--- src/rtl/spi_reg_ctrl.sv ---
// Command/burst register controller sequencing the SPI slave word interface.
// Optional command parity checking is enabled by defining SPI_REG_PARITY_EN.
module spi_reg_ctrl #(
    parameter int                   WORD_SIZE = 16,
    parameter logic [WORD_SIZE-1:0] ID_VALUE  = 16'h7C05
) (
    input  logic                     i_clk,
    input  logic                     i_rst,
    input  logic                     i_sce,
    input  logic [WORD_SIZE-1:0]     i_wword,
    input  logic                     i_wstb,
    output logic [WORD_SIZE-1:0]     o_win,
    input  logic [WORD_SIZE-1:0]     i_sample,
    input  logic                     i_sample_vld,
    output logic [WORD_SIZE-1:0]     o_ctrl,
    output logic                     o_ctrl_wr,
    output logic [4*WORD_SIZE-1:0]   o_cfg
);

    typedef enum logic [2:0] {
        S_IDLE,
        S_CMD,
        S_RD,
        S_WR,
        S_ERR
    } state_t;

    state_t                          state_q, state_d;
    logic [2:0]                      addr_q, addr_d;
    logic [WORD_SIZE-1:0]            win_q, win_d;
    logic [WORD_SIZE-1:0]            ctrl_q, ctrl_d;
    logic                            ctrl_wr_q, ctrl_wr_d;
    logic [3:0][WORD_SIZE-1:0]       cfg_q, cfg_d;
    logic [WORD_SIZE-1:0]            sample_q, sample_d;
    logic                            rdy_q, rdy_d;
    logic                            ovf_q, ovf_d;
    logic                            perr_q, perr_d;

    logic [2:0]                      rd_addr;
    logic [WORD_SIZE-1:0]            rd_data;
    logic [WORD_SIZE-1:0]            status_word;
    logic                            cmd_ok;
    logic                            stat_clr;
    logic                            perr_set;

    always_comb begin
        status_word      = '0;
        status_word[2:0] = {perr_q, ovf_q, rdy_q};
    end

    // In CMD the read address comes straight from the command word.
    always_comb begin
        if (state_q == S_CMD) begin
            rd_addr = i_wword[2:0];
        end else begin
            rd_addr = 3'(addr_q + 3'd1);
        end
    end

    always_comb begin
        rd_data = '0;
        case (rd_addr)
            3'd0:    rd_data = ID_VALUE;
            3'd1:    rd_data = status_word;
            3'd2:    rd_data = sample_q;
            3'd3:    rd_data = ctrl_q;
            default: rd_data = cfg_q[rd_addr[1:0]];
        endcase
    end

    always_comb begin
        cmd_ok = 1'b1;
`ifdef SPI_REG_PARITY_EN
        cmd_ok = ~(^i_wword);
`endif
    end

    always_comb begin
        state_d   = state_q;
        addr_d    = addr_q;
        win_d     = win_q;
        ctrl_d    = ctrl_q;
        ctrl_wr_d = 1'b0;
        cfg_d     = cfg_q;
        sample_d  = sample_q;
        rdy_d     = rdy_q;
        ovf_d     = ovf_q;
        perr_d    = perr_q;
        stat_clr  = 1'b0;
        perr_set  = 1'b0;

        case (state_q)
            S_IDLE: begin
                win_d = status_word;
                if (!i_sce) begin
                    state_d = S_CMD;
                end
            end
            S_CMD: begin
                if (i_sce) begin
                    state_d = S_IDLE;
                end else if (i_wstb) begin
                    if (!cmd_ok) begin
                        perr_set = 1'b1;
                        win_d    = '1;
                        state_d  = S_ERR;
                    end else begin
                        addr_d = i_wword[2:0];
                        if (i_wword[15]) begin
                            state_d = S_WR;
                        end else begin
                            win_d    = rd_data;
                            stat_clr = (rd_addr == 3'd1);
                            state_d  = S_RD;
                        end
                    end
                end
            end
            S_RD: begin
                if (i_sce) begin
                    state_d = S_IDLE;
                end else if (i_wstb) begin
                    addr_d   = 3'(addr_q + 3'd1);
                    win_d    = rd_data;
                    stat_clr = (rd_addr == 3'd1);
                end
            end
            S_WR: begin
                if (i_sce) begin
                    state_d = S_IDLE;
                end else if (i_wstb) begin
                    if (addr_q == 3'd3) begin
                        ctrl_d    = i_wword;
                        ctrl_wr_d = 1'b1;
                    end else if (addr_q[2]) begin
                        cfg_d[addr_q[1:0]] = i_wword;
                    end
                    addr_d = 3'(addr_q + 3'd1);
                end
            end
            S_ERR: begin
                win_d = '1;
                if (i_sce) begin
                    state_d = S_IDLE;
                end
            end
            default: begin
                state_d = S_IDLE;
            end
        endcase

        // Clear first so a same-cycle set event wins; OVF only sets without a clear.
        if (stat_clr) begin
            rdy_d  = 1'b0;
            ovf_d  = 1'b0;
            perr_d = 1'b0;
        end
        if (i_sample_vld) begin
            sample_d = i_sample;
            rdy_d    = 1'b1;
            if (rdy_q && !stat_clr) begin
                ovf_d = 1'b1;
            end
        end
        if (perr_set) begin
            perr_d = 1'b1;
        end
    end

    always_ff @(posedge i_clk) begin
        if (i_rst) begin
            state_q   <= S_IDLE;
            addr_q    <= '0;
            win_q     <= '0;
            ctrl_q    <= '0;
            ctrl_wr_q <= 1'b0;
            cfg_q     <= '0;
            sample_q  <= '0;
            rdy_q     <= 1'b0;
            ovf_q     <= 1'b0;
            perr_q    <= 1'b0;
        end else begin
            state_q   <= state_d;
            addr_q    <= addr_d;
            win_q     <= win_d;
            ctrl_q    <= ctrl_d;
            ctrl_wr_q <= ctrl_wr_d;
            cfg_q     <= cfg_d;
            sample_q  <= sample_d;
            rdy_q     <= rdy_d;
            ovf_q     <= ovf_d;
            perr_q    <= perr_d;
        end
    end

    assign o_win     = win_q;
    assign o_ctrl    = ctrl_q;
    assign o_ctrl_wr = ctrl_wr_q;
    assign o_cfg     = cfg_q;

endmodule

--- config.mk ---
export PLATFORM = sky130hd
export DESIGN_NAME = spi_reg_ctrl
export DESIGN_NICKNAME = d
export VERILOG_FILES = /design/src/rtl/spi_reg_ctrl.sv
export SDC_FILE = /design/constraint.sdc
export NUM_CORES = 1
export LEC_CHECK = 0
export ABC_AREA = 1
export CAP_MARGIN = 20
export CORE_ASPECT_RATIO = 1.25
export CORE_MARGIN = 2
export CORE_UTILIZATION = 50
export CTS_CLUSTER_SIZE = 24
export DETAILED_ROUTE_END_ITERATION = 10
export GPL_TIMING_DRIVEN = 0
export HOLD_SLACK_MARGIN = 0.1
export PLACE_DENSITY_LB_ADDON = 0.15
export SETUP_SLACK_MARGIN = 0.02
export SLEW_MARGIN = 20
export SYNTH_ARGS = -nofsm -noshare
export SYNTH_HDL_FRONTEND = slang
export SYNTH_SLANG_ARGS = --single-unit
--- constraint.sdc ---
create_clock -name i_clk -period 4.85 [get_ports i_clk]
set_clock_uncertainty 0.1 [all_clocks]
set_input_delay 1.2125 -clock i_clk [delete_from_list [all_inputs] [get_ports i_clk]]
set_output_delay 1.2125 -clock i_clk [all_outputs]
set_load 0.1 [all_outputs]
==> metrics.txt, run 1 <==
Setup crit start kind=flop; Vias per Instance=5.26; Detailed Route Iter0 Violations=approximately 450; Period Utilization, post-route=between 60% and 70%; CTS clock-pin slew for the worst setup and hold paths=~0.060 ns; Slowest-stage cell, CP=clkdlybuf4s50_1; pin count of the biggest net entering global routing=17; H-tree depth=4; Routed WL per cell=roughly 16 um; Post-Synthesis Cells=slightly above 800; Tmin final=3.28 ns; ys async rst share=0%; Root Buffer=clkbuf_16; clk buf depth=2; Final ANT Viol Nets=0; # Post-CTS Setup Buffers=0; Slew @ Worst Pin=between 1 and 1.5 ns; Slew headroom=approximately a third; critical-path cell list=clkdlybuf4s50_1; die footprint=0.0122 mm2; Setup Crit Path Kind=reg2out; DIE HEIGHT=123 um; status=completed; Crit. End Element=output port; Comb pwr share=a little under a quarter; Psw=a little under 0.001 W; Overflow after GRT=0; ANT cells=0; # fillers=between 900 and 1,000; Leakage=between 3 and 4 nW; total track usage=29.0%; First-pass DRT Iterations=6; arrival time at the worst endpoint=1.97 ns; number of synthesized flops with an enable pin=0; number of library cell types mapped by synthesis=31; internal power=approximately 0.002 W; #FFs+latches synth=120; initial antenna violation count=0; Hold Fails Final Rpt=0; Area after DPL=0.00716 mm2; CTS Hold Bufs=0; final instance area=about 0.0077 mm2; CTS tree=done; Vias=just under 6,000; Resized cells post-CTS=0; delay-heaviest family, CP=buffers and inverters; vias in the first global route=between 5,000 and 6,000; final WL=roughly 18 mm; Die Wd=99.3 um; Setup Viol. Count Final=0; Core Region=around 0.011 mm2; I/O Buffers=approximately 130; max_cap viols=0; VDD IR max=roughly 0.18 mV; RSZ-0062 raised after global routing=false; Initial Utilization=about half; post-detail-place hpwl=between 10 and 15 mm; IO Pins=~130; first-pass GRT wire length=about 27 mm; share of layout cells above drive strength 1=under 10%; critical-path maximum fanout=3; Setup TNS=0 ns; Yosys warning count=0; PD cells=around 380 mW/mm2; Clock Latency Late Sink=roughly 0.42 ns; HP Class=reg2reg; syn nets=859; Mapped Area=0.00567 mm2; sequential element share of the synthesized area=around 42%; max frequency=between 0.3 and 0.4 GHz; Final #Nets=approximately 1,000; CP max stage delay=between 1 and 1.5 ns; Clk pwr share=roughly two fifths; sequential fraction of design power=roughly a third; DRC=0; sw frac=about a third; CTS buffer count=17; number of core rows=43; Main synth FF type=dfxtp_1; Slew Viols, Final=0; Worst EP required=around 3.5 ns; Syn-to-layout area delta=36.5%; mean post-synth cell area=6.97 um2; Clock Sinks=120; RePlAce Congestion=~0.9; crit path buf inv count=1
## metrics by stage
step / setup slack (ns) / power [W] / util (%) / hold WS (ns) / cells
floorplan: 2.56 / 0.00153 / - / 0.356 / 813
global placement: 1.72 / 0.00171 / 64.6 / 0.352 / 1080
detailed placement: 1.73 / 0.00172 / 64.6 / 0.356 / 1080
CTS: 1.56 / 0.00293 / 69.8 / 0.365 / 1112
global route: 1.54 / 0.00304 / 69.8 / 0.381 / 1112
finish: 1.57 / 0.00293 / 69.8 / 0.365 / 1112
## layout by cell type, fill, tap and decap left out
master and n:
nand2_1 190, clkdlybuf4s50_1 132, o21ai_0 122, dfxtp_1 120
nor2_1 114, a21oi_1 65, inv_1 59, nand3_1 44
clkbuf_1 17, clkbuf_16 17, buf_2 10, buf_6 9
ha_1 9, inv_2 7, nand2_2 7, clkinv_1 6
buf_4 6, nand2_4 5, a21oi_2 5, clkinv_4 5
inv_6 4, clkinvlp_4 4, nor3_1 3, nor2_2 2
o21ai_2 2, nand3_2 1, nor2_4 1, inv_8 1
nand2_8 1, nor2_8 1, a21oi_4 1, o21ai_4 1
nor3_4 1, clkbuf_2 1, a31oi_1 1, nand4_1 1
clkbuf_8 1, bufinv_16 1
## logic make-up after synthesis
group / after synthesis / synth area share [%]
flip-flops: 120 / 42.4
buffers and inverters: 116 / 9.64
AND/OR/NAND/NOR: 371 / 27.7
adder cells (fa/ha/maj): 9 / 1.99
AO/OA/AOI/OAI: 197 / 18.3
## cell type report
cell class              count  area [um2]  share of cell area [%]
plain buffers              43         265                    3.43
clock buffers              18         439                    5.68
clock inverters            14         139                    1.79
inverters                  73         282                    3.64
multi-input cells         577        2720                    35.2
flip-flops and latches    120        2400                    31.0
well taps                 135         169                    2.18
repair buffers            132        1320                    17.1
## path summary, 6_finish.rpt
check | from | end | slack [ns] | cells past startpoint
max reg2reg | addr_q[0]$_SDFFE_PP0P_ | o_cfg[25]$_SDFFE_PP0P_ | 2.63 | 7
min | o_win[11]$_SDFFE_PP0P_ | o_win[11]$_SDFFE_PP0P_ | 0.36 | 2
min reg2reg | o_win[11]$_SDFFE_PP0P_ | o_win[11]$_SDFFE_PP0P_ | 0.36 | 2
max | o_cfg[35]$_SDFFE_PP0P_ | o_cfg[35] | 1.57 | 1
## Yosys cell counts, types with 5 or more instances
| library cell | count | share of area (%) |
|---|---|---|
| nand2_1 | 190 | 13 |
| o21ai_0 | 122 | 11 |
| dfxtp_1 | 120 | 42 |
| nor2_1 | 114 | 7.5 |
| a21oi_1 | 65 | 5.7 |
| inv_1 | 59 | 3.9 |
| nand3_1 | 44 | 3.9 |
| clkbuf_1 | 17 | 1.1 |
| buf_2 | 10 | 0.88 |
| buf_6 | 9 | 1.8 |
| ha_1 | 9 | 2.0 |
| inv_2 | 7 | 0.46 |
| nand2_2 | 7 | 0.77 |
| buf_4 | 6 | 0.79 |
| clkinv_1 | 6 | 0.40 |
| a21oi_2 | 5 | 0.77 |
| nand2_4 | 5 | 0.99 |
## routing by layer
metal	track usage, %	routed length [um]	up-vias
li1	-	-	2920
met1	38.8	7590	2615
met2	45.2	8090	282
met3	7.07	1510	35
met4	11.6	409	0
met5	0	0	-
## power groups by stage
stage / combinational (W) / sequential (W) / clock (W)
6_report: 0.000684 / 0.00103 / 0.00122
5_1_grt: 0.000745 / 0.00103 / 0.00127
4_1_cts: 0.000674 / 0.00103 / 0.00122
3_5_place_dp: 0.000665 / 0.00105 / 0
3_3_place_gp: 0.000660 / 0.00105 / 0
2_1_floorplan: 0.000410 / 0.00112 / 0
## registers in the layout (all words and copies together), names as in the netlist
name	cells
o_cfg	64
o_ctrl	16
o_win	16
sample_q	16
addr_q	3
state_q	2
o_ctrl_wr	1
ovf_q	1
rdy_q	1
(Power assumes the default switching activity.)
==> inputs of run 2 (changes only) <==
--- a/config.mk
+++ b/config.mk
@@ -9,7 +9,7 @@
 export CAP_MARGIN = 20
 export CORE_ASPECT_RATIO = 1.25
 export CORE_MARGIN = 2
-export CORE_UTILIZATION = 50
+export CORE_UTILIZATION = 45
 export CTS_CLUSTER_SIZE = 24
 export DETAILED_ROUTE_END_ITERATION = 10
 export GPL_TIMING_DRIVEN = 0
==> constraint.sdc (replaced) <==
create_clock -name i_clk -period 2.7 [get_ports i_clk]
set_clock_uncertainty 0.1 [all_clocks]
set_input_delay 0.675 -clock i_clk [delete_from_list [all_inputs] [get_ports i_clk]]
set_output_delay 0.675 -clock i_clk [all_outputs]
set_load 0.1 [all_outputs]
==> run 2 against run 1 <==
- non-clock buffer count unchanged
- cell area up 0.71%
- hold slack worse by 0.0057 ns
- first-iteration DRC count up 5.5%
- clock power up 93%
- register-to-register slack worse by 2.3 ns
- global-route usage down 1.5 points
- setup slack worse by 1.5 ns
- critical path type unchanged
==> metrics.txt, run 2 (synthesis gave the netlist of run 1 again) <==
initial antenna violation count=0; final worst-path setup slack=0.0373 ns; delay-heaviest family, CP=buffers and inverters; Overflow after GRT=0; Slew headroom=34.6%; max_cap viols=0; Vias per Instance=5.11; max reg flops=64; Period Utilization, post-route=a little over nine tenths; Area after DPL=roughly 0.0072 mm2; CTS clock-pin slew for the worst setup and hold paths=roughly 0.060 ns; CTS tree=done; Crit. End Element=output port; PD cells=~700 mW/mm2; max frequency=roughly 0.38 GHz; CTS buffer count=17; Worst EP required=1.92 ns; Clock Sinks=120; critical-path cell list=clkdlybuf4s50_1; Hold Fails Final Rpt=0; total track usage=between 20% and 30%; # Post-CTS Setup Buffers=0; arrival time at the worst endpoint=~1.9 ns; VDD IR max=between 0.4 and 0.5 mV; Core Region=0.0122 mm2; Leakage=roughly 4.0 nW; pin count of the biggest net entering global routing=17; Setup crit start kind=flop; Slowest-stage cell, CP=clkdlybuf4s50_1; CP max stage delay=approximately 1.1 ns; Setup TNS=0 ns; clk buf depth=2; Slew @ Worst Pin=about 0.99 ns; FF+latch area=between 0.002 and 0.0025 mm2; IO Pins=134; RSZ-0062 raised after global routing=false; first-pass GRT wire length=28.9 mm; # fillers=1,148; final instance area=0.00779 mm2; Initial Utilization=roughly 46%; share of layout cells above drive strength 1=about a tenth; final WL=around 18 mm; Vias=5,834; Final #Nets=between 1,000 and 1,500; Placement Setup Slack=~0.07 ns; most frequent cells in the layout=190 x nand2_1, 122 x o21ai_0, 120 x dfxtp_1; I/O Buffers=roughly 130; Setup Viol. Count Final=0; area occupied by multi-input gates=0.00272 mm2; DIE HEIGHT=about 130 um; HP Class=reg2reg; number of core rows=45; Setup Crit Path Kind=reg2out; Detailed Route Iter0 Violations=roughly 480; Slew Viols, Final=0; crit path buf inv count=1; DRC=0; most common cell after layout, fill and taps aside=nand2_1; H-tree depth=4; ANT cells=0; Root Buffer=clkbuf_16; Final ANT Viol Nets=0; CTS Hold Bufs=0; Syn-to-layout area delta=37.4%; critical-path maximum fanout=2; status=completed; vias in the first global route=~5,500; Die Wd=~100 um; First-pass DRT Iterations=5; RePlAce Congestion=0.899; Tmin final=between 2 and 3 ns; die footprint=between 0.01 and 0.015 mm2; Clock Latency Late Sink=between 0.4 and 0.5 ns; post-detail-place hpwl=13.7 mm; Routed WL per cell=approximately 16 um
run 2: cell count changes in the layout (fill, tap and decap cells not counted):
cell | previous run | this run
bufinv_16 | 1 | 3
clkdlybuf4s50_1 | 132 | 43
clkinv_2 | 0 | 2
clkinvlp_4 | 4 | 3
dlygate4sd2_1 | 0 | 64
dlymetal6s2s_1 | 0 | 25
inv_6 | 4 | 1
run 2: per-stage QoR:
| step | hold slack, ns | power, W | std cells | utilization (%) |
|---|---|---|---|---|
| after detailed placement | 0.354 | 0.00310 | 1109 | 58.9 |
| final | 0.359 | 0.00543 | 1141 | 63.8 |
| after floorplan | 0.356 | 0.00275 | 813 | - |
| after global placement | 0.353 | 0.00309 | 1109 | 58.9 |
| after CTS | 0.363 | 0.00541 | 1141 | 63.3 |
| after global routing | 0.383 | 0.00564 | 1141 | 63.8 |
run 2: worst min-delay path: stages, from the launching register on:
cell and delay (ns):
dfxtp_1 0.30, nand2_1 0.06, a21oi_1 0.05
run 2: path summary, 6_finish.rpt:
check	depth (start not counted)	to	slack (ns)	start
setup reg to reg	7	o_cfg[25]$_SDFFE_PP0P_	0.35	addr_q[0]$_SDFFE_PP0P_
hold reg to reg	2	o_win[12]$_SDFFE_PP0P_	0.36	o_win[12]$_SDFFE_PP0P_
hold / removal	2	o_win[12]$_SDFFE_PP0P_	0.36	o_win[12]$_SDFFE_PP0P_
setup / recovery	1	o_cfg[12]	0.04	o_cfg[12]$_SDFFE_PP0P_
run 2: repair_timing:
item,in CTS,in global routing
hold endpoints to repair,0,0
setup endpoints to repair,64,25
resized for setup,64,25
run 2: per-layer routing:
| layer | GRT usage [%] | vias up | wire length (um) |
|---|---|---|---|
| li1 | - | 2919 | - |
| met1 | 34.4 | 2590 | 7780 |
| met2 | 46.0 | 268 | 8510 |
| met3 | 5.08 | 57 | 1440 |
| met4 | 13.0 | 0 | 663 |
| met5 | 0 | - | 0 |
run 2: layout make-up:
class	count	share of cell area, %
plain buffers	43	3.40
clock inverters	14	2.25
well taps	164	2.63
flip-flops and latches	120	30.8
repair buffers	132	16.7
multi-input cells	577	34.9
clock buffers	18	5.63
inverters	73	3.61
run 2: where the power goes:
part	internal [W]	total, W	switching (W)
Sequential	0.00182	0.00185	0.0000291
Combinational	0.000393	0.00124	0.000842
Clock	0.00148	0.00235	0.000874
Total	0.00369	0.00543	0.00174
==> inputs of run 3 (changes only) <==
--- a/config.mk
+++ b/config.mk
@@ -14,7 +14,7 @@
 export DETAILED_ROUTE_END_ITERATION = 10
 export GPL_TIMING_DRIVEN = 0
 export HOLD_SLACK_MARGIN = 0.1
-export PLACE_DENSITY_LB_ADDON = 0.15
+export PLACE_DENSITY = 0.82
 export SETUP_SLACK_MARGIN = 0.02
 export SLEW_MARGIN = 20
 export SYNTH_ARGS = -nofsm -noshare
==> constraint.sdc (replaced) <==
create_clock -name i_clk -period 2.7 [get_ports i_clk]
set_clock_uncertainty 0.1 [all_clocks]
set_input_delay 0.54 -clock i_clk [delete_from_list [all_inputs] [get_ports i_clk]]
set_output_delay 0.54 -clock i_clk [all_outputs]
set_load 0.1 [all_outputs]
==> run 3 against run 2 <==
- clock power up 2%
- fmax up 1.1%
- sequential share of layout area is 0.059 points lower
- cell area grew 0.19%
- register-to-register slack worse by 0.07 ns
- final cell count is essentially flat
- critical endpoint is now o_ctrl[15]
- core utilization is 0.12 points higher
- clock-buffer cell count is 5 higher
- via count rose by 5.1%
- hold slack better by 0.0019 ns
- first-iteration DRC count grew 3.8%
==> metrics.txt, run 3 (synthesis gave the netlist of run 1 again) <==
Setup crit start kind=flop; Resized cells post-CTS=0; critical-path cell list=clkdlybuf4s50_1; Core Region=approximately 0.012 mm2; Setup TNS=0 ns; post-detail-place hpwl=13.8 mm; fin util=63.9%; vias in the first global route=between 5,000 and 6,000; most frequent cells in the layout=190 x nand2_1, 132 x clkdlybuf4s50_1, 122 x o21ai_0; status=completed; CP max stage delay=roughly 1.2 ns; Placement Setup Slack=between 0.1 and 0.15 ns; Period Utilization, post-route=97.6%; RePlAce Congestion=~0.91; Pwr Total=between 0.005 and 0.006 W; CTS tree=done; Slew headroom=between 30% and 40%; pin count of the biggest net entering global routing=17; first-pass GRT wire length=29.5 mm; Die Wd=104 um; RSZ-0062 raised after global routing=false; Clock Latency Late Sink=0.42 ns; Slew Viols, Final=0; HP Class=reg2reg; I/O Buffers=approximately 130; Syn-to-layout area delta=37.7%; Leakage=3.21 nW; CTS clock-pin slew for the worst setup and hold paths=0.06 ns; Slew @ Worst Pin=a little under 1 ns; Setup Viol. Count Final=0; Setup Crit Path Kind=reg2out; Worst EP required=approximately 2 ns; VDD IR max=around 0.37 mV; Vias=6,129; critical-path maximum fanout=3; Final #Nets=approximately 1,000; CTS Hold Bufs=0; final WL=between 15 and 20 mm; Root Buffer=clkbuf_16; First-pass DRT Iterations=5; max reg flops=64; Slowest-stage cell, CP=clkdlybuf4s50_1; DRC=0; max_cap viols=0; Hold Fails Final Rpt=0; crit path buf inv count=1; most common cell after layout, fill and taps aside=nand2_1; Overflow after GRT=0; total track usage=28.1%; Clock Sinks=between 100 and 150; final worst-path setup slack=around 0.066 ns; ANT cells=0; Crit. End Element=output port; clk buf depth=2; max frequency=0.380 GHz; Detailed Route Iter0 Violations=497; initial antenna violation count=0; arrival time at the worst endpoint=just under 2 ns; Final ANT Viol Nets=0; PD cells=around 700 mW/mm2; Vias per Instance=5.38; die footprint=roughly 0.014 mm2; delay-heaviest family, CP=buffers and inverters; number of core rows=45; Initial Utilization=46.4%; Routed WL per cell=16.7 um; DIE HEIGHT=130 um; share of layout cells above drive strength 1=under 10%; Tmin final=about 2.6 ns; H-tree depth=4; # Post-CTS Setup Buffers=0; CTS buffer count=17; IO Pins=134
## run 3: cell types whose count changed in the layout (fill, tap and decap cells not counted), moves of 3 or more
cell	previous run	this run
clkbuf_1	17	21
clkdlybuf4s50_1	43	132
clkinv_4	5	0
dlygate4sd2_1	64	0
dlymetal6s2s_1	25	0
clkinvlp_4	3	0
## run 3: final timing paths
| path | from | depth (start not counted) | end | slack (ns) |
|---|---|---|---|---|
| min | o_win[11]$_SDFFE_PP0P_ | 2 | o_win[11]$_SDFFE_PP0P_ | 0.36 |
| max | o_ctrl[15]$_SDFFE_PP0P_ | 1 | o_ctrl[15] | 0.07 |
| max reg2reg | addr_q[0]$_SDFFE_PP0P_ | 7 | o_cfg[25]$_SDFFE_PP0P_ | 0.28 |
| min reg2reg | o_win[11]$_SDFFE_PP0P_ | 2 | o_win[11]$_SDFFE_PP0P_ | 0.36 |
## run 3: per-layer routing
layer / wire [um] / GRT usage (%)
met4: 942 / 16.5
met3: 1770 / 6.94
met2: 9100 / 47.8
met5: 0 / 0
met1: 7190 / 32.1
## run 3: power breakdown
| group | switching [W] | internal, W |
|---|---|---|
| sequential | 0.0000324 | 0.00182 |
| combinational | 0.000854 | 0.000397 |
| clock | 0.000813 | 0.00159 |
## run 3: layout make-up
| class | count | area (um2) |
|---|---|---|
| multi-input cells | 577 | 2720 |
| flip-flops and latches | 120 | 2400 |
| plain buffers | 43 | 265 |
| clock inverters | 8 | 144 |
| clock buffers | 23 | 468 |
| inverters | 73 | 282 |
| repair buffers | 132 | 1320 |
| well taps | 164 | 205 |
| fillers | 1067 | 4410 |
## run 3: metrics by stage
step | cells | instance area (um2) | hold WS (ns)
6_report | 1140 | 7810 | 0.361
5_1_grt | 1140 | 7810 | 0.393
4_1_cts | 1140 | 7810 | 0.363
3_5_place_dp | 1109 | 7200 | 0.355
3_3_place_gp | 1109 | 7200 | 0.352
2_1_floorplan | 813 | 5670 | 0.356
